`src/rtl/mems_pkg.sv`:
```
// mems_pkg: shared constants and types for the MEMS DAC SPI arbiter
//   DATA_W    SPI frame width
//   REQ_SCAN  requester id of the mirror scan sequencer
//   REQ_HOST  requester id of the host configuration path
//   state_e   arbiter FSM states
package mems_pkg;
    localparam int DATA_W = 24;
    localparam logic REQ_SCAN = 1'b0;
    localparam logic REQ_HOST = 1'b1;
    typedef enum logic [1:0] {IDLE, LAUNCH, WAIT_BUSY, WAIT_DONE} state_e;
endpackage

```
`src/rtl/mems_spi_req_slot.sv`:
```
// mems_spi_req_slot: one requester's latched frame, pending flag and overrun flag
//   clk, rst      clock, asynchronous active-high reset
//   start_i       one-cycle request pulse, data_i sampled with it
//   done_i        frame owned by this slot completed or timed out
//   err_clear_i   clears the sticky overrun flag
//   busy_o        slot occupied (pending or in flight)
//   data_o        latched frame
//   overrun_o     sticky: start arrived while the slot was occupied
module mems_spi_req_slot
    import mems_pkg::*;
(
    input  logic              clk,
    input  logic              rst,
    input  logic              start_i,
    input  logic [DATA_W-1:0] data_i,
    input  logic              done_i,
    input  logic              err_clear_i,
    output logic              busy_o,
    output logic [DATA_W-1:0] data_o,
    output logic              overrun_o
);
    logic              pend_q, pend_d, ovr_q, ovr_d;
    logic [DATA_W-1:0] data_q, data_d;

    always_comb begin
        pend_d = (start_i && !pend_q) ? 1'b1 : done_i ? 1'b0 : pend_q;
        data_d = (start_i && !pend_q) ? data_i : data_q;
        // a new overrun outranks a simultaneous clear
        ovr_d  = (start_i && pend_q) ? 1'b1 : err_clear_i ? 1'b0 : ovr_q;
    end

    always_ff @(posedge clk or posedge rst)
        if (rst) begin
            pend_q <= 1'b0;
            ovr_q  <= 1'b0;
            data_q <= '0;
        end else begin
            pend_q <= pend_d;
            ovr_q  <= ovr_d;
            data_q <= data_d;
        end

    assign busy_o    = pend_q;
    assign data_o    = data_q;
    assign overrun_o = ovr_q;
endmodule

```
`src/rtl/mems_spi_arbiter.sv`:
```
// mems_spi_arbiter: shares one MEMS DAC SPI master between the scan and host requesters
//   clk, rst                           clock, asynchronous active-high reset
//   scan_start/scan_data/scan_busy     scan requester handshake
//   host_start/host_data/host_busy     host requester handshake
//   spi_start/spi_data/spi_busy        SPI master launch pulse, frame, busy
//   grant_host                         current/last owner is the host
//   timeout_err                        sticky: spi_busy never rose after a launch
//   overrun                            sticky [1]=host [0]=scan start while busy
//   err_clear                          clears timeout_err and overrun
module mems_spi_arbiter
    import mems_pkg::*;
#(
    parameter int HOST_BURST_MAX = 4,
    parameter int BUSY_TIMEOUT   = 16
) (
    input  logic              clk,
    input  logic              rst,
    input  logic              scan_start,
    input  logic [DATA_W-1:0] scan_data,
    output logic              scan_busy,
    input  logic              host_start,
    input  logic [DATA_W-1:0] host_data,
    output logic              host_busy,
    output logic              spi_start,
    output logic [DATA_W-1:0] spi_data,
    input  logic              spi_busy,
    output logic              grant_host,
    output logic              timeout_err,
    output logic [1:0]        overrun,
    input  logic              err_clear
);
    localparam int CW = $clog2(BUSY_TIMEOUT);
    localparam int SW = $clog2(HOST_BURST_MAX + 1);

    state_e            state_q, state_d;
    logic [CW-1:0]     cnt_q, cnt_d;
    logic [SW-1:0]     streak_q, streak_d;
    logic [DATA_W-1:0] spi_data_q, spi_data_d, scan_slot, host_slot;
    logic              grant_q, grant_d, start_q, start_d, tout_q, tout_d;
    logic              owner, done, timeout, fin, scan_ovr, host_ovr;

    assign fin = done | timeout;

    mems_spi_req_slot u_scan (
        .clk        (clk),
        .rst        (rst),
        .start_i    (scan_start),
        .data_i     (scan_data),
        .done_i     (fin && grant_q == REQ_SCAN),
        .err_clear_i(err_clear),
        .busy_o     (scan_busy),
        .data_o     (scan_slot),
        .overrun_o  (scan_ovr)
    );

    mems_spi_req_slot u_host (
        .clk        (clk),
        .rst        (rst),
        .start_i    (host_start),
        .data_i     (host_data),
        .done_i     (fin && grant_q == REQ_HOST),
        .err_clear_i(err_clear),
        .busy_o     (host_busy),
        .data_o     (host_slot),
        .overrun_o  (host_ovr)
    );

    always_comb begin
        state_d    = state_q;
        cnt_d      = cnt_q;
        streak_d   = streak_q;
        spi_data_d = spi_data_q;
        grant_d    = grant_q;
        done       = 1'b0;
        timeout    = 1'b0;
        // host wins unless scan is waiting and the host streak is exhausted
        owner      = (host_busy && !(scan_busy && streak_q == SW'(HOST_BURST_MAX))) ? REQ_HOST : REQ_SCAN;
        case (state_q)
            IDLE:
                if (scan_busy || host_busy) begin
                    state_d    = LAUNCH;
                    grant_d    = owner;
                    spi_data_d = (owner == REQ_HOST) ? host_slot : scan_slot;
                    streak_d   = (owner == REQ_SCAN) ? '0 :
                                 (streak_q == SW'(HOST_BURST_MAX)) ? streak_q : streak_q + 1'b1;
                end
            LAUNCH: begin
                state_d = WAIT_BUSY;
                cnt_d   = '0;
            end
            WAIT_BUSY:
                if (spi_busy)
                    state_d = WAIT_DONE;
                else if (cnt_q == CW'(BUSY_TIMEOUT - 1)) begin
                    timeout = 1'b1;
                    state_d = IDLE;
                end else
                    cnt_d = cnt_q + 1'b1;
            WAIT_DONE:
                if (!spi_busy) begin
                    done    = 1'b1;
                    state_d = IDLE;
                end
            default: state_d = IDLE;
        endcase
        // registered launch pulse: high during the cycle after LAUNCH
        start_d = (state_q == LAUNCH);
        tout_d  = timeout | (tout_q & ~err_clear);
    end

    always_ff @(posedge clk or posedge rst)
        if (rst) begin
            state_q    <= IDLE;
            cnt_q      <= '0;
            streak_q   <= '0;
            spi_data_q <= '0;
            grant_q    <= 1'b0;
            start_q    <= 1'b0;
            tout_q     <= 1'b0;
        end else begin
            state_q    <= state_d;
            cnt_q      <= cnt_d;
            streak_q   <= streak_d;
            spi_data_q <= spi_data_d;
            grant_q    <= grant_d;
            start_q    <= start_d;
            tout_q     <= tout_d;
        end

    assign spi_start   = start_q;
    assign spi_data    = spi_data_q;
    assign grant_host  = grant_q;
    assign timeout_err = tout_q;
    assign overrun     = {host_ovr, scan_ovr};
endmodule

```
`config.mk`:
```
export PLATFORM = sky130hd
export DESIGN_NAME = mems_spi_arbiter
export DESIGN_NICKNAME = d
export VERILOG_FILES = /design/src/rtl/mems_pkg.sv /design/src/rtl/mems_spi_req_slot.sv /design/src/rtl/mems_spi_arbiter.sv
export SDC_FILE = /design/constraint.sdc
export NUM_CORES = 1
export LEC_CHECK = 0
export CAP_MARGIN = 20
export CORE_MARGIN = 1.5
export CORE_UTILIZATION = 50
export DETAILED_ROUTE_END_ITERATION = 7
export GPL_TIMING_DRIVEN = 0
export PLACE_DENSITY = 0.79
export SYNTH_ARGS = -nofsm -noshare
export SYNTH_HDL_FRONTEND = slang
export SYNTH_SLANG_ARGS = --single-unit
```
`constraint.sdc`:
```
create_clock -name clk -period 5 [get_ports clk]
set_input_delay 1 -clock clk [delete_from_list [all_inputs] [get_ports clk]]
set_output_delay 1 -clock clk [all_outputs]
set_load 0.02 [all_outputs]
```
# == Word level (Yosys, flattened, before mapping) ==
# Index checks and enable logic that the tools add are counted.
# word_totals
register_bits,88
in_bits,54
output_inout_bits,31
elab_cells,77
# op_classes
addsub,2
eq_ne,11
mux,24
n_bitwise,5
reduce_logical,22
# ops
operator,count
$mux W24,1
$mux W1,13
$ne A2 B2 Y1 const B,5
$reduce_bool A2 Y1,5
$reduce_and A3 Y1,3
$logic_and A1 B1 Y1,8
$mux W2,4
$mux W4,2
$pmux W2 S4,1
$pmux W4 S2,1
$mux W3,2
$add A4 B1 Y4 const B,1
$eq A2 B2 Y1 const B,2
$eq A4 B4 Y1 const B,1
$add A3 B1 Y3 const B,1
$eq A3 B3 Y1 const B,1
$logic_not A1 Y1,3
$ne A3 B3 Y1 const B,1
$eq A2 B1 Y1 const B,1
$logic_not A2 Y1,1
$not A1 Y1,2
$or A1 B1 Y1,2
$reduce_and A2 Y1,1
$and A1 B1 Y1,1
$logic_or A1 B1 Y1,1

# == Depth between registers and ports, before layout ==
# logic_depth
ltp_word,8
ltp_mapped,7

# == Hierarchy ==
# From an unflattened synthesis, not the netlist that was laid out.
# unflattened
cells_unflattened,328
hier_area_um2,4232.8
# by_module_without_submodules
mod,instances,cells_each,area_per_inst_um2,seq_area_each_um2
mems_spi_req_slot,2,60,1081.0,650.6
mems_spi_arbiter,1,208,2070.7,900.9

# == Worst setup path after synthesis ==
# OpenSTA, ideal clock, no wires.
# synth_path
kind,input port to flip-flop
start,input scan_start
end,register u_scan.data_q[0] (netlist: u_scan.data_o[0])
setup_ns,0.128
t_arrival_ns,1.794
t_required_ns,4.872
path_slack_ns,3.078
stages,4
path_buffers,2
cell_sequence,nor2b_1 > buf_2 > buf_2 > mux2_1
# synth_via
elab_chain_cells,1
# synth_lines
element,line_no,rtl
from (decl),mems_spi_arbiter.sv:18,"input logic scan_start,"
$logic_and A1 B1 Y1,mems_spi_req_slot.sv:27,data_d = (start_i && !pend_q) ? data_i : data_q;
to (signal assigned),mems_spi_req_slot.sv:40,data_q <= data_d;
to (decl),mems_spi_req_slot.sv:23,"logic [DATA_W-1:0] data_q, data_d;"
# Every way passes these cells.
# A chain may end at the register's enable or synchronous reset.

# == Final worst setup path ==
# layout_path
start,register u_scan.pend_q (netlist: u_scan.busy_o)
end,output scan_busy
# layout_rtl
element,line_no,rtl
from (decl),mems_spi_req_slot.sv:22,"logic pend_q, pend_d, ovr_q, ovr_d;"
from (signal assigned),mems_spi_req_slot.sv:38,pend_q <= pend_d;
to (decl),mems_spi_arbiter.sv:20,"output logic scan_busy,"
# No word-level cell between the ends.

==> flow_metrics.tcl <==
set metrics [dict create \
    path_cells "clkdlybuf4s50_1" \
    stdcell_count 532 \
    die_h_um 92.9 \
    ys_top_cells_by_area "dfrtp_1, mux2_1, o221ai_2, nand4_1, nand3_1" \
    std_cell_rows 32 \
    vias_per_cell 5.56 \
    syn_nets 386 \
    yosysWarnings 0 \
    worstPathArrival_ps 1500 \
    yosys-top-cells-count "dfrtp_1, mux2_1, inv_1" \
    wire_per_inst_um 17.1 \
    clockBufferDepth 2 \
    critPathSlowestCell "clkdlybuf4s50_1" \
    yosysMostFrequentCell "dfrtp_1" \
    post_cts_buffers 0 \
    hold_viol_final 0 \
    worst-path-buf-inv 1 \
    dp_cells 516 \
    p_per_area_nw_per_um2 602 \
    drtIter0Drc 121 \
    clk_latency_ps 350 \
    synth_ff_type "dfrtp_1" \
    met1_usage_pct 30.0 \
    firstDrtPassIters 4 \
    grt_pass1_wl_mm 15.3 \
    busiest_layer "met2" \
    rsz0062_at_grt "false" \
    synth-seq-area-share_pct 54.5 \
    dieArea_um2 8630 \
    grt_overflow_total 0 \
    crit_fanout 8 \
    cts.hold.buffers_added 0 \
    fillers 602 \
    setup_viol 0 \
    pin_count 85 \
    relSlewSlack_pct 65.9 \
    max_freq_mhz 400 \
    cts_root_buf "clkbuf_8" \
    cts-buffers-inserted 9 \
    cts_resized 0 \
    syn_to_final_growth_pct 29.2 \
    cts_tree "done" \
    synth_mux_area_share_pct 13.6 \
    synth_top_area_share_pct 54.5 \
    netlist_area_um2 4040 \
    worst_pin_slew_ps 512 \
    place.gp.congestion 0.787 \
    p_leak_nw 2.19 \
    outcome "completed" \
    initial_utilization_pct 52.0 \
    antenna_found_initial 0 \
    synth-compound-area-share_pct 12.6 \
    holdCritPathClass "flip-flop to flip-flop" \
    skew_ps 7.74 \
    synthXorXnorAreaFrac_pct 0 \
    synth_edf_count 0 \
    required_ps 4000 \
    drive_gt1_share_pct 13.0 \
    max-vdd-ir-drop_mv 0.277 \
    post-dp-hpwl_mm 6.59 \
    ant_nets 0 \
    portBuffers 84 \
    coreArea_um2 7770 \
    post-route-period-util_pct 50.0 \
    ys_seq_elements 88 \
    synthDistinctLibCells 40 \
    slowest_delay_ps 660 \
    drc_errors 0 \
    maxSlewViolCount 0 \
    clk_pin_slew_ps 70 \
    maxCapViolCount 0 \
    cp-start-kind "flip-flop" \
    dr_total_vias 2960 \
    register_area_um2 2200 \
    synth_adder_area_share_pct 0.929 \
    dieWidth_um 92.9 \
    multi_input_area_um2 1540 \
    synth_top_cell_by_area "dfrtp_1" \
    grt_max_degree 72 \
    endpoint_kind "output pin" \
    grtUsageTotal_pct 23.0 \
    crit_type "flip-flop to output pin" \
    path_delay_family "buffers and inverters" \
    use_met2_pct 37.3 \
    use_met3_pct 4.19 \
    synth-simple-area-share_pct 10.8 \
    nNetsFinal 482 \
    grt_pass1_vias 3169 \
    synth_top_family_by_area "multiplexers" \
    clock-sinks 88 \
    syn_area_per_cell_um2 12.3 \
    synth_cells 329 \
    antennaDiodeCount 0 \
    finalCriticalPeriod_ps 2500 \
    synth-async-reset-ratio_pct 100 \
    final.setup.tns_ps 0 \
    h-tree-depth 3 \
    wirelength_mm 9.10 \
]
-- final cells by class --
| type | count | area share [%] |
|---|---|---|
| Multi-Input combinational cell | 178 | 29.4 |
| Clock inverter | 3 | 0.815 |
| Tap cell | 102 | 2.45 |
| Timing Repair Buffer | 85 | 16.6 |
| Inverter | 34 | 2.49 |
| Sequential cell | 88 | 42.2 |
| Buffer | 29 | 3.31 |
| Clock buffer | 13 | 2.66 |
-- sequential cells by signal, summed over array words and instances, names as in the netlist, 2 cells and up --
name	flops
u_host.data_o	24
u_scan.data_o	24
spi_data	24
streak_q	3
cnt_q	4
state_q	2
-- per-layer routing --
layer,part of all wire [%],routed length (um)
met1,44,3990
met2,50,4560
met3,4.7,425
met4,1.3,122
met5,0,0
-- worst paths after layout --
path                                                from  slack (ps)                             to  cells after the start
setup / recovery               u_scan.busy_o$_DFFE_PP0P_        2500                      scan_busy                      1
hold / removal             u_host.data_o[15]$_DFFE_PP0P_         490  u_host.data_o[15]$_DFFE_PP0P_                      1
setup reg to reg               u_scan.busy_o$_DFFE_PP0P_        3340  u_scan.data_o[23]$_DFFE_PP0P_                      4
hold reg to reg            u_host.data_o[15]$_DFFE_PP0P_         490  u_host.data_o[15]$_DFFE_PP0P_                      1
max in group asynchronous                            rst        3470   u_scan.data_o[0]$_DFFE_PP0P_                      3
min in group asynchronous                            rst         930           cnt_q[0]$_DFFE_PP0P_                      2
-- layout by cell type (no fill, tap or decap), types with 2 or more instances in the layout --
cell	count
buf_1	2
o21ai_0	3
a32o_1	2
nand2b_1	2
o32a_1	2
nand4_1	24
dfrtp_1	88
and2_1	2
buf_4	3
clkbuf_1	11
a31oi_1	2
o22ai_1	2
mux2_1	48
nor2_1	2
nand2_1	10
a21oi_1	4
inv_1	33
clkbuf_8	9
clkdlybuf4s50_1	84
o221ai_1	4
buf_2	12
a22o_1	3
o221ai_2	20
ha_1	3
nor2b_1	3
nand3_1	26
nor3b_1	2
buf_6	5
-- per-stage QoR --
| step | setup WS, ps | utilization [%] | hold slack [ps] | power [W] | area, um2 |
|---|---|---|---|---|---|
| 2_1_floorplan | 1720 | - | 458 | 0.00219 | 4040 |
| 3_3_place_gp | 399 | 64.5 | 468 | 0.00263 | 5010 |
| 3_5_place_dp | 2330 | 64.9 | 474 | 0.00269 | 5040 |
| 4_1_cts | 2490 | 67.2 | 495 | 0.00317 | 5220 |
| 5_1_grt | 2450 | 67.2 | 509 | 0.00337 | 5220 |
| 6_report | 2500 | 67.2 | 493 | 0.00314 | 5220 |
-- logic make-up (layout without fill, tap and decap cells) --
group | after synthesis | in the layout
AOI/OAI and AO/OA | 48 | 48
DFF | 88 | 88
muxes | 49 | 49
buffers and inverters | 63 | 164
adders and majority gates | 3 | 3
and+or+nand+nor | 78 | 78
-- power by group --
| group | internal, W | switching, W |
|---|---|---|
| clock | 0.000231 | 0.000238 |
| sequential | 0.00104 | 0.000195 |
| combinational | 0.000682 | 0.000753 |
Note: power is estimated with default switching activity, not from simulation.
